**src/rtl/des_pkg.sv**
```systemverilog
// Shared DES definitions: FSM states, permutation and S-box tables, key-rotation
// schedules and the lookup helpers used by the decrypt engine and its round stage.
package des_pkg;

  typedef enum logic [1:0] {IDLE, RUN, DN} state_t;

  // Permutation tables: 7-bit entries, first entry in the MSBs, unused tail zero-padded.
  // Entry n selects input bit n counted from the MSB (1-based), as in the DES tables.
  localparam logic [447:0] IP_T = {
    7'd58, 7'd50, 7'd42, 7'd34, 7'd26, 7'd18, 7'd10, 7'd2,
    7'd60, 7'd52, 7'd44, 7'd36, 7'd28, 7'd20, 7'd12, 7'd4,
    7'd62, 7'd54, 7'd46, 7'd38, 7'd30, 7'd22, 7'd14, 7'd6,
    7'd64, 7'd56, 7'd48, 7'd40, 7'd32, 7'd24, 7'd16, 7'd8,
    7'd57, 7'd49, 7'd41, 7'd33, 7'd25, 7'd17, 7'd9,  7'd1,
    7'd59, 7'd51, 7'd43, 7'd35, 7'd27, 7'd19, 7'd11, 7'd3,
    7'd61, 7'd53, 7'd45, 7'd37, 7'd29, 7'd21, 7'd13, 7'd5,
    7'd63, 7'd55, 7'd47, 7'd39, 7'd31, 7'd23, 7'd15, 7'd7};

  localparam logic [447:0] FP_T = {
    7'd40, 7'd8, 7'd48, 7'd16, 7'd56, 7'd24, 7'd64, 7'd32,
    7'd39, 7'd7, 7'd47, 7'd15, 7'd55, 7'd23, 7'd63, 7'd31,
    7'd38, 7'd6, 7'd46, 7'd14, 7'd54, 7'd22, 7'd62, 7'd30,
    7'd37, 7'd5, 7'd45, 7'd13, 7'd53, 7'd21, 7'd61, 7'd29,
    7'd36, 7'd4, 7'd44, 7'd12, 7'd52, 7'd20, 7'd60, 7'd28,
    7'd35, 7'd3, 7'd43, 7'd11, 7'd51, 7'd19, 7'd59, 7'd27,
    7'd34, 7'd2, 7'd42, 7'd10, 7'd50, 7'd18, 7'd58, 7'd26,
    7'd33, 7'd1, 7'd41, 7'd9,  7'd49, 7'd17, 7'd57, 7'd25};

  localparam logic [447:0] E_T = {
    7'd32, 7'd1,  7'd2,  7'd3,  7'd4,  7'd5,
    7'd4,  7'd5,  7'd6,  7'd7,  7'd8,  7'd9,
    7'd8,  7'd9,  7'd10, 7'd11, 7'd12, 7'd13,
    7'd12, 7'd13, 7'd14, 7'd15, 7'd16, 7'd17,
    7'd16, 7'd17, 7'd18, 7'd19, 7'd20, 7'd21,
    7'd20, 7'd21, 7'd22, 7'd23, 7'd24, 7'd25,
    7'd24, 7'd25, 7'd26, 7'd27, 7'd28, 7'd29,
    7'd28, 7'd29, 7'd30, 7'd31, 7'd32, 7'd1, 112'd0};

  localparam logic [447:0] P_T = {
    7'd16, 7'd7,  7'd20, 7'd21, 7'd29, 7'd12, 7'd28, 7'd17,
    7'd1,  7'd15, 7'd23, 7'd26, 7'd5,  7'd18, 7'd31, 7'd10,
    7'd2,  7'd8,  7'd24, 7'd14, 7'd32, 7'd27, 7'd3,  7'd9,
    7'd19, 7'd13, 7'd30, 7'd6,  7'd22, 7'd11, 7'd4,  7'd25, 224'd0};

  localparam logic [447:0] PC1_T = {
    7'd57, 7'd49, 7'd41, 7'd33, 7'd25, 7'd17, 7'd9,
    7'd1,  7'd58, 7'd50, 7'd42, 7'd34, 7'd26, 7'd18,
    7'd10, 7'd2,  7'd59, 7'd51, 7'd43, 7'd35, 7'd27,
    7'd19, 7'd11, 7'd3,  7'd60, 7'd52, 7'd44, 7'd36,
    7'd63, 7'd55, 7'd47, 7'd39, 7'd31, 7'd23, 7'd15,
    7'd7,  7'd62, 7'd54, 7'd46, 7'd38, 7'd30, 7'd22,
    7'd14, 7'd6,  7'd61, 7'd53, 7'd45, 7'd37, 7'd29,
    7'd21, 7'd13, 7'd5,  7'd28, 7'd20, 7'd12, 7'd4, 56'd0};

  localparam logic [447:0] PC2_T = {
    7'd14, 7'd17, 7'd11, 7'd24, 7'd1,  7'd5,
    7'd3,  7'd28, 7'd15, 7'd6,  7'd21, 7'd10,
    7'd23, 7'd19, 7'd12, 7'd4,  7'd26, 7'd8,
    7'd16, 7'd7,  7'd27, 7'd20, 7'd13, 7'd2,
    7'd41, 7'd52, 7'd31, 7'd37, 7'd47, 7'd55,
    7'd30, 7'd40, 7'd51, 7'd45, 7'd33, 7'd48,
    7'd44, 7'd49, 7'd39, 7'd56, 7'd34, 7'd53,
    7'd46, 7'd42, 7'd50, 7'd36, 7'd29, 7'd32, 112'd0};

  // S-boxes: 64 nibbles each, indexed by {row, col}, first nibble in the MSBs.
  localparam logic [255:0] SBOX_T [8] = '{
    256'hE4D12FB83A6C5907_0F74E2D1A6CB9538_41E8D62BFC973A50_FC8249175B3EA06D,
    256'hF18E6B34972DC05A_3D47F28EC01A69B5_0E7BA4D158C6932F_D8A13F42B67C05E9,
    256'hA09E63F51DC7B428_D70934A6285ECBF1_D6498F30B12C5AE7_1AD069874FE3B52C,
    256'h7DE3069A1285BC4F_D8B56F03472C1AE9_A690CB7DF13E5284_3F06A1D8945BC72E,
    256'h2C417AB6853FD0E9_EB2C47D150FA3986_421BAD78F9C5630E_B8C71E2D6F09A453,
    256'hC1AF92680D34E75B_AF427C9561DE0B38_9EF528C3704A1DB6_432C95FABE17608D,
    256'h4B2EF08D3C975A61_D0B7491AE35C2F86_14BDC37EAF680592_6BD814A7950FE23C,
    256'hD2846FB1A93E50C7_1FD8A374C56B0E92_7B419CE206ADF358_21E74A8DFC90356B};

  // Decrypt rotates right (K16 first), encrypt rotates left (K1 first).
  localparam logic [1:0] SHIFT_DEC [16] = '{2'd0, 2'd1, 2'd2, 2'd2, 2'd2, 2'd2, 2'd2, 2'd2,
                                            2'd1, 2'd2, 2'd2, 2'd2, 2'd2, 2'd2, 2'd2, 2'd1};
  localparam logic [1:0] SHIFT_ENC [16] = '{2'd1, 2'd1, 2'd2, 2'd2, 2'd2, 2'd2, 2'd2, 2'd2,
                                            2'd1, 2'd2, 2'd2, 2'd2, 2'd2, 2'd2, 2'd2, 2'd1};

  // Generic bit permutation; input is right-aligned in_w bits, output right-aligned out_w bits.
  function automatic logic [63:0] permute(input logic [63:0] din, input int in_w,
                                          input int out_w, input logic [447:0] tbl);
    logic [63:0] dout;
    int          n;
    dout = '0;
    for (int k = 0; k < out_w; k++) begin
      n = int'(tbl[447 - 7 * k -: 7]);
      dout[out_w - 1 - k] = din[in_w - n];
    end
    return dout;
  endfunction

  function automatic logic [3:0] sbox(input int unsigned n, input logic [5:0] x);
    logic [5:0] idx;
    idx = {x[5], x[0], x[4:1]};
    return SBOX_T[n][255 - 4 * int'(idx) -: 4];
  endfunction

  function automatic logic [63:0] ip(input logic [63:0] b);
    return permute(b, 64, 64, IP_T);
  endfunction

  function automatic logic [63:0] fp(input logic [63:0] b);
    return permute(b, 64, 64, FP_T);
  endfunction

  function automatic logic [47:0] e_exp(input logic [31:0] r);
    logic [63:0] t;
    t = permute({32'd0, r}, 32, 48, E_T);
    return t[47:0];
  endfunction

  function automatic logic [31:0] p_perm(input logic [31:0] s);
    logic [63:0] t;
    t = permute({32'd0, s}, 32, 32, P_T);
    return t[31:0];
  endfunction

  function automatic logic [55:0] pc1(input logic [63:0] k);
    logic [63:0] t;
    t = permute(k, 64, 56, PC1_T);
    return t[55:0];
  endfunction

  function automatic logic [47:0] pc2(input logic [55:0] cd);
    logic [63:0] t;
    t = permute({8'd0, cd}, 56, 48, PC2_T);
    return t[47:0];
  endfunction

  function automatic logic [27:0] rotr28(input logic [27:0] x, input logic [1:0] amt);
    case (amt)
      2'd1:    return {x[0], x[27:1]};
      2'd2:    return {x[1:0], x[27:2]};
      default: return x;
    endcase
  endfunction

  function automatic logic [27:0] rotl28(input logic [27:0] x, input logic [1:0] amt);
    case (amt)
      2'd1:    return {x[26:0], x[27]};
      2'd2:    return {x[25:0], x[27:26]};
      default: return x;
    endcase
  endfunction

endpackage

```
**src/rtl/des_decrypt_engine_round.sv**
```systemverilog
// One combinational DES Feistel round: L' = R, R' = L ^ P(S(E(R) ^ K)).
module des_round
  import des_pkg::*;
(
  input  logic [31:0] l,
  input  logic [31:0] r,
  input  logic [47:0] k,
  output logic [31:0] l_next,
  output logic [31:0] r_next
);

  logic [47:0] x;
  logic [31:0] s;

  // f-function: expand, key mix, substitute; the swap falls out of the port mapping
  always_comb begin
    x = e_exp(r) ^ k;
    s = '0;
    for (int i = 0; i < 8; i++) begin
      s[31 - 4 * i -: 4] = sbox(i, x[47 - 6 * i -: 6]);
    end
  end

  assign l_next = r;
  assign r_next = l ^ p_perm(s);

endmodule

```
**src/rtl/des_decrypt_engine.sv**
```systemverilog
// Iterative DES decryptor: IP, 16 Feistel rounds with reversed subkeys, FP.
// ROUNDS_PER_CYCLE rounds are chained per RUN cycle (1, 2, 4, 8 or 16).
// Optional DES_ENC_MODE_EN adds a `decrypt` input selecting encryption when low.
module des_decrypt_engine
  import des_pkg::*;
#(
  parameter int unsigned ROUNDS_PER_CYCLE = 1
) (
  input  logic        clk,
  input  logic        reset,
  input  logic        start,
`ifdef DES_ENC_MODE_EN
  input  logic        decrypt,
`endif
  input  logic [63:0] key,
  input  logic [63:0] ciphertext,
  output logic        ready,
  output logic        done,
  output logic [63:0] plaintext
);

  localparam int unsigned NR  = ROUNDS_PER_CYCLE;
  localparam logic [4:0]  RPC = 5'(ROUNDS_PER_CYCLE);

  state_t      state_q;
  logic [31:0] l_q, r_q;
  logic [27:0] c_q, d_q;
  logic [4:0]  rnd_q;
  logic [63:0] ip_blk;
  logic [55:0] pc1_key;
`ifdef DES_ENC_MODE_EN
  logic        mode_q;
`endif

  logic [NR:0][31:0] sl, sr;
  logic [NR:0][27:0] sc, sd;

  assign ip_blk  = ip(ciphertext);
  assign pc1_key = pc1(key);

  assign sl[0] = l_q;
  assign sr[0] = r_q;
  assign sc[0] = c_q;
  assign sd[0] = d_q;

  for (genvar j = 0; j < NR; j++) begin : g_stage
    logic [3:0]  ridx;
    logic [27:0] c_rot, d_rot;
    logic [47:0] subkey;

    // rnd never exceeds 16 - NR while running, so the low nibble is the round index
    assign ridx = rnd_q[3:0] + 4'(j);
`ifdef DES_ENC_MODE_EN
    assign c_rot = mode_q ? rotr28(sc[j], SHIFT_DEC[ridx]) : rotl28(sc[j], SHIFT_ENC[ridx]);
    assign d_rot = mode_q ? rotr28(sd[j], SHIFT_DEC[ridx]) : rotl28(sd[j], SHIFT_ENC[ridx]);
`else
    assign c_rot = rotr28(sc[j], SHIFT_DEC[ridx]);
    assign d_rot = rotr28(sd[j], SHIFT_DEC[ridx]);
`endif
    assign subkey    = pc2({c_rot, d_rot});
    assign sc[j + 1] = c_rot;
    assign sd[j + 1] = d_rot;

    des_round u_round (
      .l      (sl[j]),
      .r      (sr[j]),
      .k      (subkey),
      .l_next (sl[j + 1]),
      .r_next (sr[j + 1])
    );
  end

  // Control FSM, datapath registers and registered outputs
  always_ff @(posedge clk) begin
    if (reset) begin
      state_q   <= IDLE;
      ready     <= 1'b1;
      done      <= 1'b0;
      plaintext <= '0;
      rnd_q     <= '0;
      l_q       <= '0;
      r_q       <= '0;
      c_q       <= '0;
      d_q       <= '0;
`ifdef DES_ENC_MODE_EN
      mode_q    <= 1'b1;
`endif
    end else begin
      done <= 1'b0;
      case (state_q)
        IDLE, DN: begin
          if (start) begin
            {l_q, r_q} <= ip_blk;
            {c_q, d_q} <= pc1_key;
            rnd_q      <= '0;
`ifdef DES_ENC_MODE_EN
            mode_q     <= decrypt;
`endif
            ready      <= 1'b0;
            state_q    <= RUN;
          end else begin
            ready   <= 1'b1;
            state_q <= IDLE;
          end
        end
        RUN: begin
          l_q   <= sl[NR];
          r_q   <= sr[NR];
          c_q   <= sc[NR];
          d_q   <= sd[NR];
          rnd_q <= rnd_q + RPC;
          if (rnd_q + RPC == 5'd16) begin
            // final swap undone before FP
            plaintext <= fp({sr[NR], sl[NR]});
            done      <= 1'b1;
            ready     <= 1'b1;
            state_q   <= DN;
          end
        end
        default: begin
          ready   <= 1'b1;
          state_q <= IDLE;
        end
      endcase
    end
  end

endmodule
```
**config.mk**
```make
export PLATFORM = sky130hd
export DESIGN_NAME = des_decrypt_engine
export DESIGN_NICKNAME = d
export VERILOG_FILES = /design/src/rtl/des_pkg.sv /design/src/rtl/des_decrypt_engine_round.sv /design/src/rtl/des_decrypt_engine.sv
export SDC_FILE = /design/constraint.sdc
export NUM_CORES = 1
export LEC_CHECK = 0
export CORE_MARGIN = 3
export CORE_UTILIZATION = 40
export DETAILED_ROUTE_END_ITERATION = 12
export GPL_ROUTABILITY_DRIVEN = 1
export PLACE_DENSITY = 0.57
export SLEW_MARGIN = 10
export SYNTH_ARGS = -nofsm -noshare
export SYNTH_HDL_FRONTEND = slang
export SYNTH_SLANG_ARGS = --single-unit
```
**constraint.sdc**
```tcl
create_clock -name clk -period 10.2 [get_ports clk]
set_clock_uncertainty 0.1 [all_clocks]
set_input_delay 2.04 -clock clk [delete_from_list [all_inputs] [get_ports clk]]
set_output_delay 2.04 -clock clk [all_outputs]
set_load 0.01 [all_outputs]
```
==> out/qor.csv, run 1 <==
stage;metric;value;unit
timing;fin. max-slew vios;0;
cells_and_area;Nets;2305;
clock_tree;post-cts sizing count;0;
critical_path;cell mode on critical path;a211oi_1;
timing;Setup Viol. Count Final;0;
route;routed length per instance;24.5;um
global_routing;first-pass GRT wire length;97100;um
global_routing;number of global-route vias before repair;15300;
logic_synthesis;EDFF count, synth;0;
logic_synthesis;asr flop ratio synth;0;%
logic_synthesis;syn avg cell area;7.61;um2
critical_path;Crit Path Class;reg -> reg;
critical_path;Crit-path slowest cell;o31ai_1;
global_routing;grt ovf;0;
global_routing;largest net degree at the start of global routing;131;
logic_synthesis;Post-synth top cells;202 x nor2_1, 196 x nand2_1, 193 x dfxtp_1;
route;TritonRoute pass-1 iters;6;
logic_synthesis;Yosys top cell area share;24.8;%
clock_tree;Num CTS Buffers;17;
route;drc violations;0;
floorplanning;core box area;0.0380;mm2
clock_tree;CTS tree;yes;
route;1st-iter DRT viols;1590;
timing;Slew @ Worst Pin;1260;ps
clock_tree;worst skew pair latency;460;ps
placement;number of port buffers;188;
route;Vias;17100;
power;total power;3.69;mW
global_routing;initial antenna violation count;0;
timing;Fin Hold WS;355;ps
logic_synthesis;top_reg_cell synth;dfxtp_1;
clock_tree;Hold Buf Count CTS;0;
placement;DPL Wire Length;46700;um
clock_tree;Clock Tree Root;clkbuf_16;
critical_path;WP data arrival;6360;ps
route;Final ANT Viol Nets;0;
min_path;hold depth;2;
min_path;Hold Crit Class;reg -> reg;
clock_tree;Post-CTS Setup Bufs;0;
clock_tree;clock sink count;193;
timing;final hold vios;0;
critical_path;Setup crit end kind;register;
floorplanning;Die H;203;um
critical_path;CP Max Fanout;43;
logic_synthesis;Seq/Total Area, Yosys;24.8;%
floorplanning;Initial Util;41.0;%
timing;RSZ-0062 raised after global routing;no;
cells_and_area;Layout area overhead;16.4;%
critical_path;CP required;10460;ps
cells_and_area;antenna fix cells;0;
logic_synthesis;Gate Count Post-Synth;2049;
route;final wirelength;64400;um
placement;Placer Congestion;0.944;
critical_path;FF-to-FF path depth;17;
timing;Rel. slew slack;15.3;%
job;max_cap viols;0;
critical_path;CP Cell Sequence;ha_1 -> nand3_1 -> o21a_1 -> inv_1 -> ha_2 -> buf_4 -> a221oi_1 -> o21ai_0 -> nand2_1 -> ha_1 -> inv_1 -> nor3_1 -> a211oi_1 -> a211oi_1 -> o31ai_1 -> xnor2_1 -> a211oi_1;
critical_path;Buf/Inv on CP;3;
critical_path;CP Launch Type;register;
critical_path;CP Depth;17;
logic_synthesis;dominant cells by area after synthesis;dfxtp_1 25%, ha_1 5.2%, nor2_1 4.9%;
logic_synthesis;#FFs+latches synth;193;
critical_path;slowest stage delay, CP;1000;ps
timing;clock period minus worst slack;6100;ps
logic_synthesis;most common cell in the netlist;nor2_1;
clock_tree;clk buf depth;2;
status;status;completed;
power;power density over the cells;203;mW/mm2
logic_synthesis;syn nets;2245;
logic_synthesis;area of the mapped netlist;0.0156;mm2
power;P_leak;6.31;nW
power;maximum VDD drop;0.131;mV
logic_synthesis;post-synth cell types;102;
clock_tree;H-tree levels;4;
floorplanning;I/O pins;197;
timing;Final Cycle Share;59.8;%
floorplanning;Die X;203;um
route;Via-to-Cell Ratio;6.48;
clock_tree;CTS clk-pin slew, worst paths;80;ps
critical_path;Crit path max-delay family;compound AO/OA/AOI/OAI gates;
cells_and_area;FILL cells;3927;
timing;setup TNS;0;ps
cells_and_area;layout cell share with drive strength beyond 1;7.35;%
global_routing;GR Util All Layers;30.0;%
floorplanning;num rows;71;
timing;Max Freq;0.164;GHz
floorplanning;Die Footprint;0.0414;mm2
logic_synthesis;Synth area leader;dfxtp_1;
logic_synthesis;Synth Warn #;0;
==> worst paths after layout <==
| kind | start | end | slack [ps] |
|---|---|---|---|
| worst max-delay path | rnd_q[0] | plaintext[58] | 4100 |
| worst min register to register | plaintext[11] | plaintext[11] | 360 |
| worst min-delay path | plaintext[11] | plaintext[11] | 360 |
| worst max register to register | rnd_q[0] | plaintext[58] | 4100 |
==> final cells by class <==
type	instances	area, um2	share of cell area [%]
well taps	511	639	3.52
multi-input cells	1659	10900	60.0
clock buffers	19	453	2.49
flip-flops and latches	193	3860	21.3
clock inverters	13	163	0.896
inverters	29	109	0.600
repair buffers	209	2040	11.2
==> metal layers <==
metal | vias to the layer above | GRT usage, % | wire length [um]
met1 | 8342 | 44.2 | 30200
li1 | 7984 | - | -
met2 | 684 | 46.2 | 28700
met5 | - | 0 | 0
met3 | 57 | 4.36 | 4380
met4 | 0 | 6.93 | 1180
==> per-stage QoR <==
step	instance area, um2	instances	utilization [%]	setup slack [ps]
after floorplan	15600	2049	-	5720
after detailed placement	17500	2601	46.1	4270
final	18200	2633	47.7	4100
after global placement	17500	2601	46.1	4300
after CTS	18200	2633	47.7	4240
after global routing	18200	2633	47.7	3740
==> tightest hold or removal path, cell delays in order (launching register included) <==
cell	delay [ps]
dfxtp_1	310
nand2_1	50
a21oi_1	50
==> kinds of logic after synthesis <==
logic type,count (synthesis),share of synthesized area (%)
buffers and inverters,197,5.76
AND/OR/NAND/NOR,804,25.3
multiplexers,28,2.17
XOR/XNOR,47,2.83
AO/OA/AOI/OAI,714,33.8
adder cells (fa/ha/maj),66,5.28
flip-flops,193,24.8
==> sequential cells by signal, summed over array words and instances, names as in the netlist <==
name / count
plaintext: 64
c_q: 28
done: 1
d_q: 28
state_q: 2
ready: 1
r_q: 32
l_q: 32
rnd_q: 5
==> power by group <==
group          internal (mW)  switching [mW]
Sequential             0.809           0.130
Combinational          0.722            1.30
Clock                  0.385           0.348
==> layout by cell type (no fill, tap or decap), types with 18 or more instances in the layout <==
| cell | netlist | layout |
|---|---|---|
| nor2_1 | 202 | 200 |
| nand2_1 | 196 | 196 |
| dfxtp_1 | 193 | 193 |
| clkdlybuf4s50_1 | 0 | 187 |
| nor3_1 | 143 | 143 |
| o21ai_0 | 100 | 100 |
| a21oi_1 | 99 | 99 |
| a221oi_1 | 71 | 71 |
| ha_1 | 65 | 63 |
| a211oi_1 | 60 | 60 |
| nand3_1 | 46 | 46 |
| or3_1 | 39 | 39 |
| o22ai_1 | 39 | 39 |
| nor2b_1 | 37 | 35 |
| o21a_1 | 32 | 32 |
| xnor2_1 | 31 | 31 |
| o211ai_1 | 31 | 31 |
| a22oi_1 | 26 | 26 |
| inv_1 | 22 | 22 |
| and3_1 | 22 | 22 |
| buf_4 | 11 | 21 |
| o21ai_1 | 20 | 20 |
| mux2i_1 | 20 | 20 |
| a31oi_1 | 20 | 20 |
| a31o_2 | 18 | 18 |
| nor4_1 | 19 | 18 |
Note: power is estimated with default switching activity, not from simulation.
==> run 2: changes to the inputs <==
clock period = 5.85 ns   (was 10.2 ns; I/O delays follow)
==> run 2 against run 1 <==
  * Worst hold slack barely moved
  * Critical path depth rose by 1
  * Clock power rose by 72%
  * Sequential cell count did not move
  * Critical endpoint is now r_q[7]
==> out/qor.csv, run 2 (synthesis gave the netlist of run 1 again) <==
stage;metric;value;unit;change
placement;Placement Cell Area;0.0178;mm2;+1.5%
floorplanning;Die H;203;um;unchanged
critical_path;slowest stage delay, CP;710;ps;-290 ps
cells_and_area;commonest non-fill, non-tap cells in the layout;200 x nor2_1, 196 x nand2_1, 193 x dfxtp_1;;
route;TritonRoute pass-1 iters;5;;-1
global_routing;grt ovf;0;;unchanged
power;P_leak;6.45;nW;+2.3%
route;final wirelength;64400;um;about the same
power;Gate power share;55.6;%;+0.9 points
timing;RSZ-0062 raised after global routing;no;;
placement;Placer Congestion;0.972;;+3.0%
critical_path;Crit path max-delay family;compound AO/OA/AOI/OAI gates;;
floorplanning;core box area;0.0380;mm2;unchanged
critical_path;CP required;6140;ps;-4320 ps
cells_and_area;Largest Register;plaintext;;
clock_tree;worst skew pair latency;470;ps;about the same
route;1st-iter DRT viols;1826;;+15%
timing;Fin Hold WS;356;ps;+0.458 ps
placement;DPL Wire Length;47400;um;+1.4%
placement;Cells after DPL;2631;;+1.2%
floorplanning;Die Footprint;0.0414;mm2;unchanged
critical_path;Crit Path Class;reg -> reg;;
job;max_cap viols;0;;unchanged
placement;Post-Place Setup Slack;595;ps;-3680 ps
clock_tree;Post-CTS Setup Bufs;0;;unchanged
route;drc violations;0;;unchanged
clock_tree;post-cts sizing count;0;;unchanged
timing;clock period minus worst slack;5330;ps;-771 ps
global_routing;largest net degree at the start of global routing;104;;-21%
cells_and_area;Core Util, Final;48.4;%;+0.66 points
global_routing;first-pass GRT wire length;97800;um;+0.73%
critical_path;WP data arrival;5610;ps;-750 ps
cells_and_area;max FFs per register;64;;unchanged
clock_tree;clock sink count;193;;unchanged
power;net switching fraction of the power;47.8;%;-0.28 points
clock_tree;Num CTS Buffers;17;;unchanged
timing;final setup margin;525;ps;-3580 ps
cells_and_area;non-filler instance count after layout;2664;;+1.2%
cells_and_area;Layout area overhead;18.0;%;
timing;Final Cycle Share;91.0;%;+31 points
global_routing;GR Util All Layers;30.1;%;+0.16 points
power;maximum VDD drop;0.206;mV;+57%
floorplanning;Initial Util;41.0;%;unchanged
cells_and_area;FILL cells;3890;;-0.94%
timing;Max Freq;0.188;GHz;+14%
power;power density over the cells;355;mW/mm2;+74%
floorplanning;num rows;71;;unchanged
critical_path;Buf/Inv on CP;4;;+1
timing;setup TNS;0;ps;unchanged
clock_tree;H-tree levels;4;;unchanged
cells_and_area;post-route cell area;0.0184;mm2;+1.4%
cells_and_area;biggest regs;plaintext x64, l_q x32, r_q x32;;
global_routing;number of global-route vias before repair;15500;;+1.0%
cells_and_area;commonest non-fill, non-tap cell in the layout;nor2_1;;
timing;fin. max-slew vios;0;;unchanged
clock_tree;CTS tree;yes;;
clock_tree;clk buf depth;2;;unchanged
power;part of the power in registers;25.1;%;-0.3 points
timing;Setup Viol. Count Final;0;;unchanged
floorplanning;I/O pins;197;;unchanged
placement;number of port buffers;188;;unchanged
clock_tree;Clock Tree Root;clkbuf_16;;
critical_path;cell mode on critical path;inv_1;;
timing;Rel. slew slack;23.3;%;+8.1 points
min_path;Hold Crit Class;reg -> reg;;
power;clock power share;19.4;%;-0.5 points
timing;Slew @ Worst Pin;1140;ps;-119 ps
route;Final ANT Viol Nets;0;;unchanged
status;status;completed;;
power;Psw;3.12;mW;+76%
clock_tree;Hold Buf Count CTS;0;;unchanged
route;routed length per instance;24.2;um;-1.2%
floorplanning;Die X;203;um;unchanged
cells_and_area;layout cell share with drive strength beyond 1;8.55;%;+1.2 points
clock_tree;CTS clk-pin slew, worst paths;80;ps;about the same
route;Via-to-Cell Ratio;6.43;;-0.86%
timing;final hold vios;0;;unchanged
cells_and_area;Nets;2335;;+1.3%
power;cell-internal power;3.41;mW;+78%
global_routing;initial antenna violation count;1;;+1
critical_path;CP Cell Sequence;inv_1 -> ha_1 -> a21oi_1 -> o21a_1 -> inv_1 -> ha_2 -> buf_4 -> a221oi_1 -> o21ai_0 -> nand2_1 -> inv_1 -> ha_1 -> nor2_1 -> a211o_1 -> a22oi_1 -> o221ai_1 -> or4b_1 -> o211ai_1;;
critical_path;Crit-path slowest cell;a221oi_1;;
critical_path;Setup crit end kind;register;;
power;total power;6.53;mW;+77%
critical_path;CP Launch Type;register;;
critical_path;CP Max Fanout;25;;-42%
route;Vias;17100;;+0.30%
run 2: cell types whose count changed in the layout (fill, tap and decap cells not counted):
cell,change
buf_4,+27
buf_12,+3
inv_6,-1
clkinv_8,+1
clkinv_4,-1
diode_2,+1
clkbuf_8,-2
clkinvlp_4,+1
clkbuf_1,+2
run 2: final cells by class:
class | instances | area (um2) | share of cell area, %
Multi-Input combinational cell | 1659 | 10900 | 59.1
Sequential cell | 193 | 3860 | 21.0
Timing Repair Buffer | 239 | 2300 | 12.5
Tap cell | 511 | 639 | 3.47
Clock buffer | 19 | 433 | 2.35
Clock inverter | 13 | 169 | 0.918
Inverter | 29 | 109 | 0.591
Antenna cell | 1 | 2.50 | 0.0136
run 2: power by group through the flow:
stage	logic [mW]	clock network, mW	registers (mW)
6_report	3.63	1.26	1.64
5_1_grt	3.95	1.33	1.65
4_1_cts	3.56	1.28	1.63
3_5_place_dp	3.55	0	1.66
3_3_place_gp	3.56	0	1.66
2_1_floorplan	2.53	0	1.51
run 2: layer usage:
| metal | track usage, % | share of wire [%] |
|---|---|---|
| met1 | 43.5 | 46 |
| met2 | 46.1 | 44 |
| met3 | 6.85 | 8.5 |
| met4 | 6.05 | 1.8 |
| met5 | 0 | 0 |
run 2: path summary, 6_finish.rpt:
path / end / start / slack, ps / cells after the start
max: r_q[7] / rnd_q[0] / 520 / 18
min: plaintext[61] / plaintext[61] / 360 / 2
max reg2reg: r_q[7] / rnd_q[0] / 520 / 18
min reg2reg: plaintext[61] / plaintext[61] / 360 / 2
run 2: worst register-to-register path, cell delays in order, from the launching register on:
cell,delay (ps)
dfxtp_1,470
inv_1,80
ha_1,220
a21oi_1,150
o21a_1,190
inv_1,70
ha_2,370
buf_4,320
a221oi_1,720
o21ai_0,270
nand2_1,330
inv_1,270
ha_1,300
nor2_1,260
a211o_1,170
a22oi_1,80
o221ai_1,330
or4b_1,480
o211ai_1,90
